--- src/rtl/audio_pkg.sv ---
// Shared definitions for the audio sample scheduler: sample width,
// scheduler state encoding and default pacing/buffer sizes.
package audio_pkg;

  // Width of one audio sample word.
  localparam int SAMPLE_W = 32;

  // Default clocks per sample period.
  localparam int DIV_DEFAULT = 16;

  // Default FIFO depth in samples (power of two, at least 2).
  localparam int DEPTH_DEFAULT = 4;

  // Scheduler states: IDLE (flushed, no requests), PRIME (filling the
  // FIFO before playback starts), RUN (paced playback).
  typedef enum logic [1:0] {
    IDLE  = 2'd0,
    PRIME = 2'd1,
    RUN   = 2'd2
  } sched_state_t;

endpackage

--- src/rtl/audio_sample_fifo.sv ---
// Small synchronous show-ahead FIFO for audio samples. The head entry is
// always visible on dout; pop only advances the read pointer. Flush empties
// the FIFO in one cycle and takes priority over push and pop. Pointers are
// log2(DEPTH) bits and wrap naturally, so DEPTH must be a power of two.
module audio_sample_fifo
  import audio_pkg::*;
#(
  parameter int DEPTH  = DEPTH_DEFAULT,
  parameter int DATA_W = SAMPLE_W
) (
  input  logic                   c,
  input  logic                   r,
  input  logic                   push,
  input  logic                   pop,
  input  logic                   flush,
  input  logic [DATA_W-1:0]      din,
  output logic [DATA_W-1:0]      dout,
  output logic [$clog2(DEPTH):0] level
);

  localparam int AW = $clog2(DEPTH);
  localparam int LW = AW + 1;
  localparam logic [LW-1:0] LVL_FULL  = LW'(DEPTH);
  localparam logic [LW-1:0] LVL_EMPTY = LW'(0);

  logic [DATA_W-1:0] mem_q [DEPTH];
  logic [AW-1:0]     wr_ptr_q;
  logic [AW-1:0]     wr_ptr_d;
  logic [AW-1:0]     rd_ptr_q;
  logic [AW-1:0]     rd_ptr_d;
  logic [LW-1:0]     level_q;
  logic [LW-1:0]     level_d;
  logic              do_push;
  logic              do_pop;

  // Qualify push/pop: never write when full or read when empty, flush wins.
  always_comb begin
    do_push = push && !flush && (level_q != LVL_FULL);
    do_pop  = pop  && !flush && (level_q != LVL_EMPTY);
  end

  // Next pointer and occupancy values, including the simultaneous push/pop case.
  always_comb begin
    wr_ptr_d = wr_ptr_q;
    rd_ptr_d = rd_ptr_q;
    level_d  = level_q;
    if (flush) begin
      wr_ptr_d = AW'(0);
      rd_ptr_d = AW'(0);
      level_d  = LVL_EMPTY;
    end else begin
      if (do_push) begin
        wr_ptr_d = wr_ptr_q + AW'(1);
      end else begin
        wr_ptr_d = wr_ptr_q;
      end
      if (do_pop) begin
        rd_ptr_d = rd_ptr_q + AW'(1);
      end else begin
        rd_ptr_d = rd_ptr_q;
      end
      case ({do_push, do_pop})
        2'b10:   level_d = level_q + LW'(1);
        2'b01:   level_d = level_q - LW'(1);
        default: level_d = level_q;
      endcase
    end
  end

  // Pointer and occupancy registers, cleared asynchronously on reset.
  always_ff @(posedge c or posedge r) begin
    if (r) begin
      wr_ptr_q <= AW'(0);
      rd_ptr_q <= AW'(0);
      level_q  <= LVL_EMPTY;
    end else begin
      wr_ptr_q <= wr_ptr_d;
      rd_ptr_q <= rd_ptr_d;
      level_q  <= level_d;
    end
  end

  // Sample storage; contents are only meaningful between the pointers.
  always_ff @(posedge c) begin
    if (do_push) begin
      mem_q[wr_ptr_q] <= din;
    end
  end

  assign dout  = mem_q[rd_ptr_q];
  assign level = level_q;

endmodule

--- src/rtl/audio_sample_scheduler.sv ---
// Audio sample scheduler: buffers samples from a valid/ready source in a
// small FIFO and emits one sample with a one-cycle strobe every DIV clocks.
// Starvation at a sample tick raises a sticky underrun flag.
//
// Build option AUDIO_MUTE_ON_UNDERRUN_EN: when defined, an underrun tick
// forces the output sample to zero (still without a strobe); when undefined
// the output holds its last value.
module audio_sample_scheduler
  import audio_pkg::*;
#(
  parameter int DIV   = DIV_DEFAULT,
  parameter int DEPTH = DEPTH_DEFAULT
) (
  input  logic                   c,
  input  logic                   r,
  input  logic                   en,
  output logic                   req,
  input  logic                   ack,
  input  logic [SAMPLE_W-1:0]    din,
  output logic [SAMPLE_W-1:0]    x,
  output logic                   stb,
  output logic                   underrun,
  output logic [$clog2(DEPTH):0] level
);

  localparam int CNT_W = $clog2(DIV);
  localparam int LW    = $clog2(DEPTH) + 1;
  localparam logic [CNT_W-1:0] CNT_MAX   = CNT_W'(DIV - 1);
  localparam logic [LW-1:0]    LVL_FULL  = LW'(DEPTH);
  localparam logic [LW-1:0]    LVL_LAST  = LW'(DEPTH - 1);
  localparam logic [LW-1:0]    LVL_EMPTY = LW'(0);

  sched_state_t        state_q;
  logic [CNT_W-1:0]    cnt_q;
  logic [CNT_W-1:0]    cnt_d;
  logic [SAMPLE_W-1:0] x_q;
  logic                stb_q;
  logic                underrun_q;

  logic [SAMPLE_W-1:0] fifo_dout;
  logic [LW-1:0]       fifo_level;
  logic                push;
  logic                pop;
  logic                flush;
  logic                tick;
  logic                prime_done;

  audio_sample_fifo #(
    .DEPTH  (DEPTH),
    .DATA_W (SAMPLE_W)
  ) u_fifo (
    .c     (c),
    .r     (r),
    .push  (push),
    .pop   (pop),
    .flush (flush),
    .din   (din),
    .dout  (fifo_dout),
    .level (fifo_level)
  );

  // Source handshake: ready whenever active and there is room.
  always_comb begin
    req  = (state_q != IDLE) && (fifo_level < LVL_FULL);
    push = req && ack;
  end

  // Tick/pop decode; a disable on the tick edge suppresses both.
  always_comb begin
    flush      = !en;
    tick       = en && (state_q == RUN) && (cnt_q == CNT_MAX);
    pop        = tick && (fifo_level != LVL_EMPTY);
    prime_done = (state_q == PRIME) && push && (fifo_level == LVL_LAST);
  end

  // Sample-period divider: runs only in RUN, wraps after DIV-1.
  always_comb begin
    cnt_d = cnt_q;
    if (en && (state_q == RUN)) begin
      if (tick) begin
        cnt_d = CNT_W'(0);
      end else begin
        cnt_d = cnt_q + CNT_W'(1);
      end
    end else begin
      cnt_d = CNT_W'(0);
    end
  end

  // Scheduler FSM with registered sample, strobe and underrun outputs.
  always_ff @(posedge c or posedge r) begin
    if (r) begin
      state_q    <= IDLE;
      cnt_q      <= CNT_W'(0);
      x_q        <= {SAMPLE_W{1'b0}};
      stb_q      <= 1'b0;
      underrun_q <= 1'b0;
    end else begin
      cnt_q <= cnt_d;
      stb_q <= 1'b0;
      if (!en) begin
        state_q <= IDLE;
      end else begin
        case (state_q)
          IDLE: begin
            state_q    <= PRIME;
            underrun_q <= 1'b0;
          end
          PRIME: begin
            if (prime_done) begin
              state_q <= RUN;
            end
          end
          RUN: begin
            if (tick) begin
              if (fifo_level != LVL_EMPTY) begin
                x_q   <= fifo_dout;
                stb_q <= 1'b1;
              end else begin
                underrun_q <= 1'b1;
`ifdef AUDIO_MUTE_ON_UNDERRUN_EN
                x_q        <= {SAMPLE_W{1'b0}};
`endif
              end
            end
          end
          default: begin
            state_q <= IDLE;
          end
        endcase
      end
    end
  end

  assign x        = x_q;
  assign stb      = stb_q;
  assign underrun = underrun_q;
  assign level    = fifo_level;

endmodule

--- config.mk ---
export PLATFORM = sky130hd
export DESIGN_NAME = audio_sample_scheduler
export DESIGN_NICKNAME = d
export VERILOG_FILES = /design/src/rtl/audio_pkg.sv /design/src/rtl/audio_sample_fifo.sv /design/src/rtl/audio_sample_scheduler.sv
export SDC_FILE = /design/constraint.sdc
export NUM_CORES = 1
export LEC_CHECK = 0
export CAP_MARGIN = 40
export CORE_ASPECT_RATIO = 1.25
export CORE_UTILIZATION = 40
export CTS_CLUSTER_SIZE = 25
export DETAILED_ROUTE_END_ITERATION = 10
export SKIP_CTS_REPAIR_TIMING = 1
export SKIP_LAST_GASP = 1
export SYNTH_ARGS = -nofsm -noshare
export SYNTH_HDL_FRONTEND = slang
export SYNTH_SLANG_ARGS = --single-unit
--- constraint.sdc ---
create_clock -name c -period 2.45 [get_ports c]
set_input_delay 0.735 -clock c [delete_from_list [all_inputs] [get_ports c]]
set_output_delay 0.735 -clock c [all_outputs]
set_load 0.02 [all_outputs]
==> results of run 1 <==
## worst min path at each step
| stage | start | endpoint | slack (ps) | cells past startpoint |
|---|---|---|---|---|
| after floorplan | cnt_q[0]$_DFF_PP0_ | cnt_q[0]$_DFF_PP0_ | 460 | 1 |
| after global placement | cnt_q[0]$_DFF_PP0_ | cnt_q[0]$_DFF_PP0_ | 470 | 1 |
| after detailed placement | cnt_q[0]$_DFF_PP0_ | cnt_q[0]$_DFF_PP0_ | 490 | 1 |
| after CTS | cnt_q[0]$_DFF_PP0_ | cnt_q[0]$_DFF_PP0_ | 500 | 1 |
| after global routing | x[9]$_DFFE_PP0P_ | x[9]$_DFFE_PP0P_ | 530 | 1 |
| final | cnt_q[0]$_DFF_PP0_ | cnt_q[0]$_DFF_PP0_ | 500 | 1 |
## metal layers
| layer | vias to the layer above | GRT usage (%) | part of all wire [%] | routed length, um |
|---|---|---|---|---|
| met2 | 61 | 28.4 | 54 | 6720 |
| met4 | 0 | 5.58 | 1.5 | 186 |
| li1 | 1463 | - | - | - |
| met1 | 1764 | 18.1 | 41 | 5090 |
| met3 | 17 | 4.10 | 3.5 | 429 |
| met5 | - | 0 | 0 | 0 |
## registers in the layout, summed over array words and instances (netlist names)
register / flops
x: 32
u_fifo.mem_q: 128
u_fifo.rd_ptr_q: 2
cnt_q: 4
u_fifo.level: 3
underrun: 1
u_fifo.wr_ptr_q: 2
state_q: 2
stb: 1
## placed cells by master (no fill, tap or decap), types with 2 or more instances in the layout
cell type	netlist	routed
edfxtp_1	128	128
clkdlybuf4s50_1	0	72
dfrtp_1	47	44
mux4_2	32	32
mux2_2	32	32
clkbuf_16	0	17
buf_4	4	14
nand2_1	7	7
buf_12	0	6
inv_1	6	5
ha_1	5	5
clkinvlp_4	0	5
nor2_1	5	4
and3_2	0	4
a21oi_1	4	4
o21ai_0	3	3
xnor2_1	3	3
and2_1	3	3
clkinv_4	0	3
clkinv_1	0	3
dfrtp_2	0	3
nand3_1	2	2
nor2_4	1	2
mux2i_1	2	2
nor3b_1	2	2
nand4b_1	2	2
## per-stage QoR
| stage | total power (uW) | setup TNS (ps) | utilization (%) | cell area, um^2 | hold WS [ps] |
|---|---|---|---|---|---|
| detailed placement | 3490 | -7510 | 48.1 | 7820 | 491 |
| CTS | 5980 | -139 | 51.4 | 8370 | 500 |
| global route | 6090 | 0 | 51.5 | 8380 | 526 |
| global placement | 3480 | -6470 | 48.1 | 7820 | 470 |
| finish | 5910 | 0 | 51.5 | 8380 | 503 |
| floorplan | 3360 | 0 | - | 6690 | 459 |
## Yosys cell counts (all sizes together), types with 4 or more instances
master / n / area (um^2)
a21oi: 4 / 20.0
nand2: 7 / 26.3
nor2: 6 / 30.0
mux4: 32 / 721
clkbuf: 4 / 16.3
dfrtp: 47 / 1180
mux2: 32 / 360
buf: 10 / 90.1
ha: 5 / 62.6
edfxtp: 128 / 3840
and3: 4 / 25.0
inv: 6 / 22.5
## logic make-up (layout without fill, tap and decap cells)
kind of cell / Yosys count / count (layout) / synth area share, %
AOI/OAI and AO/OA: 12 / 12 / 1.20
xor gates and xnor gates: 4 / 4 / 0.524
adders and majority gates: 6 / 6 / 1.23
buffers and inverters: 20 / 131 / 1.93
DFF: 175 / 175 / 75.0
muxes: 66 / 66 / 16.5
and+or+nand+nor: 37 / 37 / 3.65
## power by group through the flow
stage	Sequential (uW)	Clock (uW)	Combinational [uW]
floorplan	3290	0	69.0
global placement	3290	0	189
detailed placement	3300	0	196
CTS	3230	2550	197
global route	3230	2640	212
finish	3230	2480	193
## area by class of cell
type | count | area share, %
multi-input cells | 125 | 18.6
well taps | 216 | 3.23
flip-flops and latches | 175 | 60.0
inverters | 6 | 0.269
repair buffers | 93 | 11.4
clock buffers | 18 | 5.12
clock inverters | 14 | 1.42
==> flow_summary_export.csv, run 1 <==
group,metric,value,unit
floorplanning,dieArea,17300,um^2
worst_setup_path,rr_startpoint,"cnt_q[0]$_DFF_PP0_",
worst_setup_path,critical_path.startpoint_type,"flip-flop",
pwr,seqPwrFrac,54.7,%
worst_setup_path,crit_family,"buffers and inverters",
floorplanning,top_level_ports,74,
worst_setup_path,crit_fanout,7,
outcome,status,"completed",
pwr,ir_drop,0.000421,V
routing,drt_iter0_drc,166,
finish,drive_gt1_share,29.2,%
floorplanning,core.rowCount,52,
floorplanning,die_y,147,um
worst_setup_path,endpoint_kind,"output port",
job,cap_viol_max_count,0,
routing,ant_nets,0,
sta,timing.fmax,424,MHz
finish,antennaDiodeCount,0,
place,dpl.cell_count,615,
synth,syn-cell-area,6690,um^2
routing,vias_per_cell,5.11,
cts,clk_path_buf_depth,2,
place,io_buffer_count,73,
place,pre_cts_ws,-298,ps
global_route,grt_pass1_wl,20100,um
global_route,grt_pass1_vias,3680,
global_route,grt_max_degree,48,
routing,dr.pass1.iters,4,
place,dp_hpwl,7420,um
synth,yosysWarnings,0,
worst_setup_path,slowest_stage,"clkdlybuf4s50_1",
synth,synth_top_flop_cell,"edfxtp_1",
finish,final_nets,460,
worst_setup_path,required,1710,ps
worst_setup_path,cp.depth,1,
global_route,grt_overflow,0,
finish,stdcell_count,647,
finish,multi_input_comb_area,1560,um^2
worst_setup_path,cp_slowest_stage_delay,670,ps
worst_setup_path,worstSetupEndpoint,"level[0]",
pwr,clockPowerShare,42.0,%
cts,ctsHtreeMaxLevel,4,
sta,timing.final.crit_share,96.2,%
worst_setup_path,cp-startpoint,"u_fifo.level[0]$_DFFE_PP0P_",
synth,avgSynthCellArea,20.9,um^2
worst_hold_path,hp-class,"flip-flop to flip-flop",
routing,routed-via-count,3305,
pwr,p_sw_share,20.3,%
cts,numCtsBuffers,17,
worst_setup_path,critical_path_arrival,1620,ps
sta,drv_slew,0,
synth,async_reset_ff_share,26.9,%
routing,wl_per_cell,19.2,um
worst_setup_path,worst-path-buf-inv,1,
pwr,power.leakage,0.00301,uW
sta,fin_skew,8.79,ps
cts,cts_tree,"built",
floorplanning,fp.coreArea,16300,um^2
synth,ys_ff_latch,175,
floorplanning,die_w,118,um
worst_setup_path,cp_cell_sequence,"clkdlybuf4s50_1",
floorplanning,start_util,41.1,%
pwr,powerDensity,705,nW/um^2
pwr,p_int,4710,uW
sta,rsz0062_at_grt,"no",
cts,clk_latency,420,ps
synth,syn_nets,362,
routing,routed_wl,12400,um
sta,finalCriticalPeriod,2360,ps
pwr,switchingPower,1200,uW
global_route,grt_usage,15.8,%
sta,finalWorstSetupSlack,94.0,ps
cts,clkTransAtPathRegs,70,ps
synth,syn_inst,320,
finish,num-fill-cells,1347,
cts,clkSinkCount,175,
sta,tightest_slew,599,ps
synth,synth-edff-count,128,
worst_setup_path,ff2ff_setup_slack,210,ps
pwr,comb_power_share,3.3,%
finish,area_growth,25.2,%
place,gp_congestion,0.716,
worst_setup_path,worstSetupPathType,"flip-flop to output port",
worst_setup_path,worstRegToRegCells,9,
finish,register_area,5020,um^2
cts,cts-root-buf,"clkbuf_16",
synth,ys_seq_area_share,75.0,%
sta,setup_viol_count_final,0,
routing,drcViolationCount,0,
synth,ys_types,41,
global_route,antenna_found_initial,0,
worst_setup_path,timing.rr.end,"u_fifo.level[1]$_DFFE_PP0P_",
sta,hold_viol_final,0,
sta,slew_headroom,60.1,%
Power figures use the tool's default switching activity.
==> inputs of run 2 (changes only) <==
ABC_AREA = 0   (was default)
SLEW_MARGIN = 20   (was default)
clock period = 2.4 ns   (was 2.45 ns; I/O delays follow)
==> run 2 against run 1 <==
Compared with the run above: highest routed layer unchanged; largest power group unchanged; combinational power rose by 2%; count of clock-buffer cells in the layout is 1 lower; wire length down 1.1%; cell count rose by 0.15%; flip-flop and latch count unchanged; hold slack got worse by 15 ps; power grew 1.5%; clock power about the same; worst setup slack worse by 4.2 ps.
==> flow_summary_export.csv, run 2 (same netlist as run 1, synthesis figures left out) <==
group,metric,value,unit
outcome,status,"completed",
global_route,grt_pass1_wl,19900,um
global_route,grt_overflow,0,
pwr,powerDensity,716,nW/um^2
worst_setup_path,crit_family,"buffers and inverters",
floorplanning,top_level_ports,74,
sta,setup_viol_count_final,0,
routing,routed-via-count,3233,
routing,dr.pass1.iters,4,
place,io_buffer_count,73,
cts,cts_tree,"built",
worst_setup_path,worstRegToRegCells,9,
floorplanning,fp.coreArea,16300,um^2
place,dp_hpwl,7480,um
worst_setup_path,crit_fanout,7,
worst_setup_path,ff2ff_setup_slack,210,ps
job,cap_viol_max_count,0,
sta,tns,0,ps
worst_setup_path,worst-path-buf-inv,1,
sta,finalWorstSetupSlack,89.7,ps
floorplanning,die_y,147,um
routing,wl_per_cell,19.0,um
global_route,grt_usage,15.8,%
routing,routed_wl,12300,um
sta,rsz0062_at_grt,"no",
pwr,power.leakage,0.00302,uW
cts,clkTransAtPathRegs,70,ps
finish,layout_commonest_cell,"edfxtp_1",
finish,largest_reg_flops,128,
place,pre_cts_ws,-290,ps
worst_setup_path,cp_slowest_stage_delay,660,ps
cts,clk_path_buf_depth,2,
worst_setup_path,timing.rr.end,"u_fifo.level[1]$_DFFE_PP0P_",
floorplanning,start_util,41.1,%
routing,drcViolationCount,0,
worst_setup_path,rr_startpoint,"cnt_q[0]$_DFF_PP0_",
floorplanning,core.rowCount,52,
worst_hold_path,hp-class,"input port to async pin",
finish,num-fill-cells,1354,
finish,regMostFlops,"u_fifo.mem_q",
sta,tightest_slew,582,ps
cts,clkSinkCount,175,
finish,layout_common_cells,"128 x edfxtp_1, 72 x clkdlybuf4s50_1, 44 x dfrtp_1, 32 x mux4_2, 32 x mux2_2",
finish,stdcell_area,8390,um^2
routing,drt_iter0_drc,230,
finish,antennaDiodeCount,0,
sta,fin_skew,5.83,ps
worst_setup_path,required,1680,ps
place,gp_congestion,0.713,
cts,ctsHtreeMaxLevel,4,
sta,timing.fmax,433,MHz
pwr,ir_drop,0.000472,V
place,postPlaceCellArea,7840,um^2
worst_setup_path,cp_cell_sequence,"clkdlybuf4s50_1",
finish,drive_gt1_share,29.9,%
cts,clk_latency,420,ps
routing,vias_per_cell,4.99,
global_route,grt_max_degree,40,
worst_setup_path,critical_path.startpoint_type,"flip-flop",
finish,final_nets,461,
finish,area_growth,25.3,%
cts,numCtsBuffers,17,
sta,timing.final.crit_share,96.3,%
finish,utilization,51.6,%
routing,ant_nets,0,
sta,whs,488,ps
floorplanning,dieArea,17300,um^2
sta,drv_slew,0,
worst_setup_path,endpoint_kind,"output port",
worst_setup_path,slowest_stage,"clkdlybuf4s50_1",
sta,hold_viol_final,0,
floorplanning,die_w,118,um
worst_setup_path,critical_path_arrival,1590,ps
global_route,grt_pass1_vias,3686,
sta,finalCriticalPeriod,2310,ps
global_route,antenna_found_initial,0,
cts,cts-root-buf,"clkbuf_16",
sta,slew_headroom,61.2,%
worst_setup_path,worstSetupPathType,"flip-flop to output port",
## run 2: changes by cell type in the layout (fill, tap and decap cells not counted), sizes merged
cell	change
inv	+5
buf	+1
clkbuf	-1
clkinvlp	-2
bufinv	-1
clkinv	-1
## run 2: worst register-to-register path, stage by stage (launching register included)
cell and delay (ps):
dfrtp_1 400, ha_1 230, nand3_1 200, nor3_4 220
nand2_1 100, inv_1 90, fa_1 430, nand2_1 80
nor3_1 40, a221o_1 280
## run 2: worst max-delay path by stage
stage / depth (start not counted) / endpoint / slack, ps / from
global placement: 9 / u_fifo.level[1]$_DFFE_PP0P_ / -240 / en
global route: 9 / u_fifo.level[1]$_DFFE_PP0P_ / 4 / cnt_q[0]$_DFF_PP0_
detailed placement: 9 / u_fifo.level[1]$_DFFE_PP0P_ / -290 / en
floorplan: 10 / u_fifo.level[1]$_DFFE_PP0P_ / 5 / en
finish: 1 / level[0] / 90 / u_fifo.level[0]$_DFFE_PP0P_
CTS: 3 / req / -170 / state_q[1]$_DFFE_PP0P_
## run 2: report_power, final
part	internal [uW]	total, uW	switching (uW)
sequential	3290	3300	13.8
combinational	101	197	96.7
clock	1330	2500	1170
## run 2: per-layer routing
layer  global-route usage (%)  up-vias  wire (um)
met5                        0        -          0
met4                     5.96        0        151
li1                         -     1466          -
met3                     4.02       12        421
met1                     18.6     1692       5130
met2                     27.6       63       6580
## run 2: final cells by class
| type | instances | area, um^2 | share of cell area (%) |
|---|---|---|---|
| clock buffer | 17 | 425 | 5.07 |
| multi-input combinational | 125 | 1560 | 18.5 |
| sequential | 175 | 5020 | 59.9 |
| tap | 216 | 270 | 3.22 |
| inverter | 6 | 22.5 | 0.269 |
| clock inverter | 15 | 110 | 1.31 |
| timing repair buffer | 94 | 978 | 11.7 |
## run 2: per-stage QoR
step / power [uW] / cells
after global placement: 3550 / 616
after floorplan: 3430 / 320
final: 6000 / 648
after global routing: 6200 / 648
after CTS: 6060 / 648
after detailed placement: 3560 / 616
==> inputs of run 3 (changes only) <==
CORE_MARGIN = 2   (was default)
CTS_CLUSTER_SIZE = 12   (was 25)
==> run 3 against run 2 <==
Compared with the run above: clock power grew 3%; hold slack gained 17 ps; final area increased by 0.43%; largest power group unchanged; critical path depth did not move; power is 1.2% higher; cell count fell by 0.15%; critical path type unchanged; fmax decreased by 1.2%.
==> flow_summary_export.csv, run 3 (same netlist as run 1, synthesis figures left out) <==
group,metric,value,unit
outcome,status,"completed",
sta,finalCriticalPeriod,2340,ps
cts,clk_latency,420,ps
job,cap_viol_max_count,0,
sta,fin_skew,6.58,ps
finish,stdcell_area,8420,um^2
worst_setup_path,critical_path.startpoint_type,"flip-flop",
cts,clk_path_buf_depth,2,
global_route,antenna_found_initial,0,
worst_setup_path,slowest_stage,"clkdlybuf4s50_1",
pwr,powerDensity,721,nW/um^2
floorplanning,die_y,149,um
finish,layout_common_cells,"128 x edfxtp_1, 72 x clkdlybuf4s50_1, 44 x dfrtp_1, 32 x mux4_2, 32 x mux2_2",
worst_setup_path,worst-path-buf-inv,1,
worst_setup_path,endpoint_kind,"output port",
sta,rsz0062_at_grt,"no",
finish,antennaDiodeCount,0,
routing,drt_iter0_drc,153,
global_route,grt_overflow,0,
sta,hold_viol_final,0,
routing,routed-via-count,3247,
floorplanning,top_level_ports,74,
routing,drcViolationCount,0,
place,postPlaceCellArea,7840,um^2
worst_setup_path,cp_slowest_stage_delay,680,ps
finish,stdcell_count,647,
place,dpl.cell_count,615,
worst_hold_path,hp-class,"flip-flop to flip-flop",
cts,clkSinkCount,175,
sta,timing.final.crit_share,97.5,%
worst_setup_path,crit_fanout,7,
routing,ant_nets,0,
cts,clkTransAtPathRegs,60,ps
cts,cts_tree,"built",
worst_setup_path,crit_family,"buffers and inverters",
worst_setup_path,worstSetupPathType,"flip-flop to output port",
floorplanning,dieArea,17800,um^2
global_route,grt_pass1_vias,3540,
finish,largest_reg_flops,128,
place,pre_cts_ws,-282,ps
sta,timing.fmax,428,MHz
pwr,power.leakage,0.00303,uW
routing,routed_wl,12100,um
global_route,grt_pass1_wl,19400,um
finish,layout_commonest_cell,"edfxtp_1",
worst_setup_path,cp_cell_sequence,"clkdlybuf4s50_1",
finish,area_growth,25.9,%
global_route,grt_usage,14.9,%
pwr,ir_drop,0.000529,V
finish,final_nets,460,
floorplanning,die_w,120,um
floorplanning,core.rowCount,52,
cts,cts-root-buf,"clkbuf_16",
worst_setup_path,required,1680,ps
routing,vias_per_cell,5.02,
place,gp_congestion,0.747,
floorplanning,fp.coreArea,16300,um^2
sta,slew_headroom,60.5,%
global_route,grt_max_degree,40,
sta,drv_slew,0,
sta,whs,504,ps
worst_setup_path,critical_path_arrival,1620,ps
place,io_buffer_count,73,
sta,finalWorstSetupSlack,61.1,ps
pwr,finalPower,6070,uW
routing,wl_per_cell,18.8,um
routing,dr.pass1.iters,4,
sta,tightest_slew,592,ps
cts,numCtsBuffers,17,
finish,drive_gt1_share,29.7,%
place,dp_hpwl,7510,um
finish,regMostFlops,"u_fifo.mem_q",
cts,ctsHtreeMaxLevel,4,
sta,setup_viol_count_final,0,
floorplanning,start_util,41.1,%
-- run 3: changes by cell type in the layout (fill, tap and decap cells not counted), sizes merged --
cell | previous run | this run
clkinv | 6 | 5
inv | 12 | 9
buf | 21 | 20
bufinv | 0 | 1
clkbuf | 17 | 20
-- run 3: final cells by class --
cell class / count / area [um^2]
Fill cell: 1353 / 7840
Sequential cell: 175 / 5020
Multi-Input combinational cell: 125 / 1560
Timing Repair Buffer: 93 / 983
Clock buffer: 20 / 457
Tap cell: 216 / 270
Clock inverter: 12 / 110
Inverter: 6 / 22.5
-- run 3: stage by stage --
stage                     util [%]  setup TNS, ps
after CTS                     51.7           -153
after floorplan                  -              0
after global placement        48.2          -7520
after detailed placement      48.2          -9090
after global routing          51.8              0
final                         51.8              0
-- run 3: worst register-to-register path, cell delays in order, from the launching register on --
cell	delay, ps
dfrtp_1	400
ha_1	220
nand3_1	200
nor3_4	230
nand2_1	90
inv_1	90
fa_1	430
nand2_1	70
nor3_1	40
a221o_1	270
-- run 3: report_power, final --
| part | internal [uW] | total, uW | switching, uW |
|---|---|---|---|
| registers | 3290 | 3300 | 14.0 |
| logic | 99.1 | 195 | 95.4 |
| clock network | 1490 | 2580 | 1090 |
-- run 3: path summary, 6_finish.rpt --
| path | slack [ps] | cells after the start | startpoint | to |
|---|---|---|---|---|
| worst max-delay path | 60 | 1 | u_fifo.level[0]$_DFFE_PP0P_ | level[0] |
| worst min-delay path | 500 | 1 | x[23]$_DFFE_PP0P_ | x[23]$_DFFE_PP0P_ |
| worst max register to register | 230 | 9 | cnt_q[0]$_DFF_PP0_ | u_fifo.level[1]$_DFFE_PP0P_ |
| worst min register to register | 500 | 1 | x[23]$_DFFE_PP0P_ | x[23]$_DFFE_PP0P_ |
| max in group asynchronous | 1210 | 3 | r | u_fifo.rd_ptr_q[0]$_DFFE_PP0P_ |
| min in group asynchronous | 640 | 2 | r | x[0]$_DFFE_PP0P_ |
-- run 3: metal layers --
metal	GRT usage, %	vias to the layer above	wire length (um)
li1	-	1469	-
met1	17.3	1710	4920
met2	26.7	55	6690
met3	3.11	13	341
met4	6.35	0	189
met5	0	-	0
==> variant: new RTL, flow settings as in run 3 <==
The option `AUDIO_MUTE_ON_UNDERRUN_EN` is turned on by a define.
--- a/src/rtl/audio_sample_scheduler.sv
+++ b/src/rtl/audio_sample_scheduler.sv
@@ -5,6 +5,8 @@
 // Build option AUDIO_MUTE_ON_UNDERRUN_EN: when defined, an underrun tick
 // forces the output sample to zero (still without a strobe); when undefined
 // the output holds its last value.
+`define AUDIO_MUTE_ON_UNDERRUN_EN
+
 module audio_sample_scheduler
   import audio_pkg::*;
 #(
Check against the original RTL: no difference found for any inputs over 10 cycles, from zero or initial values; that may be too few to reach the edited logic, so the function may still have changed.
==> variant against run 3 <==
- critical path depth unchanged
- sequential cell count is the same
- cell area is essentially flat
- total power increased by 1.7%
- worst setup slack better by 0.063 ns
- area after synthesis down 1.8%
- via count rose by 2.2%
- sequential power about the same
- register-to-register slack gained 0.08 ns
- wire length grew 2.9%
- highest routed layer unchanged
- combinational power grew 9.7%
==> variant: results (changes against run 3) <==
Route
  – Iter 0 DRT Violations: 192 (+25%)
  – Vias per std cell: 5.09 (+1.4%)
  – Routed via count: 3319 (+2.2%)
  – Avg WL per Cell: 19.1 um (+2.1%)

Power and ir drop
  – Leakage: 3.01 nW (-0.67%)
  – Sw frac: 0.200 (+0.00314)
  – Flop pwr share: 0.535 (-0.009)
  – Int Pwr: 4.94 mW (+1.3%)
  – P_comb: 0.214 mW (+9.7%)

Finish
  – Seq area share: 0.597 (about the same)
  – Number of non-clock inverters: 5 (-1)
  – Fillcell total: 1366 (+0.96%)
  – Layout clock area frac: 0.0681 (+0.000773)
  – Data buffer area share: 0.130 (+0.0131)

Outcome
  – Outcome: finished clean

Floorplanning
  – Die X: 119 um (-0.87%)

Placed design
  – Gpl congestion: 0.724 (-3.0%)
  – DP Cell Count: 620 (+0.81%)
  – Dpl ws: -0.140 ns (+0.142 ns)
  – HPWL after detailed placement: 7790 um (+3.7%)

Setup path
  – R2R Setup Slk: 0.31 ns (+0.08 ns)
  – Reg2reg path depth: 8 (-1)
  – R2r endpoint: u_fifo.level[2]$_DFFE_PP0P_

Timing
  – Worst slew margin: 0.741 (+0.136)

Synthesis
  – Post-synth top cells: edfxtp_1, dfrtp_1, a22o_1, mux4_2, buf_2
  – Syn_nets: 360 (-0.55%)

Global routing
  – Vias in the first global route: 3543 (+0.085%)
  – Total GRT Usage: 0.153 (+0.00376)

Min path
  – Min-Delay Endpoint: x[17]$_DFFE_PP0P_
## variant: cell types whose count changed in the layout (fill, tap and decap cells not counted), moves of 3 or more
cell,before,now
and2_2,0,4
a21oi_1,4,1
mux2_2,32,0
a31oi_1,0,3
inv_6,3,0
a22o_1,0,32
buf_12,8,12
buf_4,12,16
and3_2,4,1
## variant: cells by family after synthesis
group / Yosys count / share of synthesized area
DFF: 175 / 0.764
AOI/OAI and AO/OA: 44 / 0.0545
muxes: 36 / 0.117
and+or+nand+nor: 35 / 0.0322
buffers and inverters: 20 / 0.0177
adders and majority gates: 6 / 0.0126
xor gates and xnor gates: 2 / 0.00267
## variant: layer usage
layer  global-route usage  up-vias  routed length, um
met5                    0        -                  0
met4               0.0554        0                116
met3               0.0357        7                453
met2                0.264       83               6690
met1                0.188     1729               5220
li1                     -     1500                  -
